`src/rtl/mult4_sched.sv`:
```
// Two-requester 4x4 unsigned shift-add multiplier with round-robin grant.
// Fixed 4-cycle latency; result is held in DONE until acknowledged.
module mult4_sched (
  input  logic       clk,
  input  logic       rst,
  input  logic       REQ0,
  input  logic [3:0] A0,
  input  logic [3:0] B0,
  output logic       GNT0,
  input  logic       REQ1,
  input  logic [3:0] A1,
  input  logic [3:0] B1,
  output logic       GNT1,
  output logic [7:0] P,
  output logic       VALID,
  output logic       TAG,
  input  logic       ACK,
  output logic       BUSY
);

  typedef enum logic [1:0] {IDLE = 2'd0, CALC = 2'd1, DONE = 2'd2} state_t;

  state_t     state_q;
  logic       ptr_q;
  logic [3:0] a_q, b_q;
  logic       idx_q;
  logic [7:0] acc_q;
  logic [1:0] cnt_q;
  logic [7:0] p_q;
  logic       tag_q;

  logic       idle, sel1;
  logic [7:0] addend, acc_nxt;

  // Requester 1 wins when it is alone or when the pointer favours it.
  assign idle = (state_q == IDLE) && !rst;
  assign sel1 = REQ1 && (!REQ0 || ptr_q);
  assign GNT1 = idle && sel1;
  assign GNT0 = idle && REQ0 && !sel1;

  assign addend  = a_q[cnt_q] ? ({4'b0000, b_q} << cnt_q) : 8'd0;
  assign acc_nxt = acc_q + addend;

  assign P     = p_q;
  assign TAG   = tag_q;
  assign VALID = (state_q == DONE) && !rst;
  assign BUSY  = (state_q != IDLE) && !rst;

  always_ff @(posedge clk) begin
    if (rst) begin
      state_q <= IDLE;
      ptr_q   <= 1'b0;
      a_q     <= 4'd0;
      b_q     <= 4'd0;
      idx_q   <= 1'b0;
      acc_q   <= 8'd0;
      cnt_q   <= 2'd0;
      p_q     <= 8'd0;
      tag_q   <= 1'b0;
    end else begin
      case (state_q)
        IDLE: begin
          if (REQ0 || REQ1) begin
            a_q     <= sel1 ? A1 : A0;
            b_q     <= sel1 ? B1 : B0;
            idx_q   <= sel1;
            acc_q   <= 8'd0;
            cnt_q   <= 2'd0;
            state_q <= CALC;
          end
        end
        CALC: begin
          acc_q <= acc_nxt;
          cnt_q <= cnt_q + 2'd1;
          if (cnt_q == 2'd3) begin
            p_q     <= acc_nxt;
            tag_q   <= idx_q;
            state_q <= DONE;
          end
        end
        DONE: begin
          if (ACK) begin
            ptr_q   <= ~idx_q;
            state_q <= IDLE;
          end
        end
        default: state_q <= IDLE;
      endcase
    end
  end

endmodule
```
`config.mk`:
```
export PLATFORM = sky130hd
export DESIGN_NAME = mult4_sched
export DESIGN_NICKNAME = d
export VERILOG_FILES = /design/src/rtl/mult4_sched.sv
export SDC_FILE = /design/constraint.sdc
export NUM_CORES = 1
export LEC_CHECK = 0
export CORE_MARGIN = 4
export CORE_UTILIZATION = 35
export DETAILED_ROUTE_END_ITERATION = 16
export SKIP_CTS_REPAIR_TIMING = 1
export SYNTH_ARGS = -nofsm -noshare
export SYNTH_HDL_FRONTEND = slang
export SYNTH_SLANG_ARGS = --single-unit
```
`constraint.sdc`:
```
create_clock -name clk -period 3 [get_ports clk]
set_input_delay 0.6 -clock clk [delete_from_list [all_inputs] [get_ports clk]]
set_output_delay 0.6 -clock clk [all_outputs]
set_load 0.05 [all_outputs]
```
==> impl_metrics.json <==
{
  "fmax_mhz": 398,
  "dr.pass1.iters": 4,
  "peakVddDrop_mv": 0.227,
  "worstMarginPinSlew_ps": 603,
  "synth_cell_type_count": 45,
  "drc": 0,
  "outcome": "finished clean",
  "max_slew_margin_pct": 59.8,
  "grt_usage_pct": 14.0,
  "place_area_mm2": 0.00224,
  "grt_overflow": 0,
  "drive_gt1_share_pct": 8.98,
  "grt_pass1_wl_um": 7090,
  "cp_top_family": "compound AO/OA/AOI/OAI gates",
  "syn_nets": 243,
  "avgViaCountPerCell": 5.18,
  "root_buffer": "clkbuf_8",
  "yosysSeqAreaShare_pct": 34.2,
  "area_growth_pct": 28.9,
  "final_nets": 274,
  "crit_chain": "mux2i_1, o22ai_1, and2_1, ha_1, a211o_1, a2111oi_4, nor3b_1, o31ai_2",
  "power.leakage_nw": 0.911,
  "totalWireLength_um": 4090,
  "cp_max_fo": 11,
  "grt_max_degree": 39,
  "die_x_um": 80.0,
  "die_h_um": 80.0,
  "fin_crit_sh_pct": 83.7,
  "fp-row-count": 25,
  "yosysMostFrequentCell": "dfxtp_1",
  "crit_type": "reg -> reg",
  "syn_inst": 213,
  "rsz0062_at_grt": "no",
  "ys_async_sr_fraction_pct": 0,
  "core_area_mm2": 0.00488,
  "clock_latency_ps": 280,
  "synth_area_leader_cell": "dfxtp_1",
  "cp.buffers_inverters": 0,
  "final_hold_viol_count": 0,
  "dieArea_mm2": 0.00641,
  "synth_area_leaders": "dfxtp_1 (34%), ha_1 (5.5%), mux2i_1 (5.5%)",
  "tns_ps": 0,
  "syn_area_mm2": 0.00182,
  "yosys_warnings": 0,
  "diodes": 0,
  "seqCellArea_um2": 621,
  "finalClockSkew_ps": 3.13,
  "yosys-top-cells-count": "dfxtp_1 (31), nand2_1 (21), nor2_1 (17), a21oi_1 (16), nand3_1 (15)",
  "final-max-slew-violation-count": 0,
  "avgSynthCellArea_um2": 8.53,
  "drtAntennaViolNets": 0,
  "vias": 1616,
  "gp_congestion": 0.795,
  "routedWlPerCell_um": 13.1,
  "cp.arrival_ps": 2710,
  "port_buffers": 33,
  "synth-main-ff-cell": "dfxtp_1",
  "drv_cap": 0,
  "fill_cells": 509,
  "setup_violations": 0,
  "multi_input_area_mm2": 0.00112,
  "antenna_found_initial": 0,
  "start_util_pct": 37.2,
  "drtIter0Drc": 90,
  "hp-class": "reg -> reg",
  "numCtsBuffers": 5,
  "synth-edff-count": 0,
  "max_stage_delay_ps": 540,
  "grt_pass1_vias": 1522,
  "layout_min_cycle_time_ps": 2510,
  "worstPathRequired_ps": 3190,
  "ys_ff_latch": 31,
  "cts_sinks": 31,
  "end_kind": "register",
  "cts.htree.levels": 2,
  "post-route-cell-area_mm2": 0.00234,
  "critPathSlowestCell": "dfxtp_1",
  "startpoint_type": "register",
  "dp_hpwl_um": 3020,
  "yosysTopAreaCellShare_pct": 34.2,
  "clk_pin_slew_ps": 60,
  "powerDensity_mw_per_mm2": 404,
  "ios": 34,
  "cts_max_path_buffers": 2,
  "cts_tree": "built"
}
-- placed cells by master, fill, tap and decap left out, types with 2 or more instances in the layout --
master / n
dfxtp_1: 31
clkdlybuf4s50_1: 29
nand2_1: 21
nor2_1: 17
a21oi_1: 16
nand3_1: 15
mux2i_1: 10
a211oi_1: 9
ha_1: 8
clkbuf_8: 7
nor3_1: 6
nand3b_1: 6
and2_1: 5
o21ai_0: 4
inv_1: 4
nand2b_1: 4
o311ai_1: 4
buf_12: 4
buf_4: 4
o21ai_1: 3
nor3b_1: 3
a211o_1: 3
nor2b_1: 3
o211ai_1: 3
o21a_1: 2
nand4b_1: 2
a21o_1: 2
-- per-stage QoR --
step / hold slack, ps / util (%) / total power [mW] / setup slack (ps) / std cells
5_1_grt: 479 / 48.0 / 0.997 / 308 / 312
2_1_floorplan: 445 / - / 0.537 / 53.1 / 213
4_1_cts: 456 / 48.0 / 0.965 / 489 / 312
6_report: 454 / 48.0 / 0.946 / 488 / 312
3_5_place_dp: 447 / 45.9 / 0.597 / 490 / 304
3_3_place_gp: 442 / 45.9 / 0.595 / 528 / 304
-- layout make-up --
cell class,instances,share of cell area [%]
tap,67,3.58
timing repair buffer,37,17.1
clock buffer,8,4.27
inverter,4,0.641
multi-input combinational,165,47.9
sequential,31,26.5
-- state kept, by name (all words and copies together) (netlist names) --
| name | cells |
|---|---|
| P | 8 |
| acc_q | 8 |
| a_q | 4 |
| b_q | 4 |
| cnt_q | 2 |
| state_q | 2 |
| TAG | 1 |
| idx_q | 1 |
| ptr_q | 1 |
-- tightest hold or removal path, stage by stage (launching register included) --
cell and delay [ps]:
dfxtp_1 310, nand2_1 50, a21oi_1 50
-- final timing paths --
check	start	endpoint	slack (ps)	cells past startpoint
worst min register to register	P[4]	P[4]	450	2
worst min-delay path	P[4]	P[4]	450	2
worst max-delay path	cnt_q[1]	P[6]	490	8
worst max register to register	cnt_q[1]	P[6]	490	8
-- power by group --
part,leakage (nW),switching (mW),internal (mW)
sequential,0.253,0.0181,0.427
clock,0.0515,0.150,0.209
combinational,0.607,0.0710,0.0707
-- kinds of logic (layout without fill, tap and decap cells) --
kind of cell               count (synthesis)  after routing  share of synthesized area, %
and+or+nand+nor                           88             88                          25.4
AOI/OAI and AO/OA                         55             55                          21.9
DFF                                       31             31                          34.2
buffers and inverters                     17             49                          4.06
muxes                                     12             12                          7.37
adders and majority gates                  9              9                          6.61
xor gates and xnor gates                   1              1                         0.482
-- per-layer routing --
metal	wire length (µm)	vias up	GRT usage, %
li1	-	844	-
met3	187	9	3.61
met1	2020	730	18.4
met4	84	0	6.25
met2	1800	33	21.4
met5	0	-	0
Power figures use the tool's default switching activity.
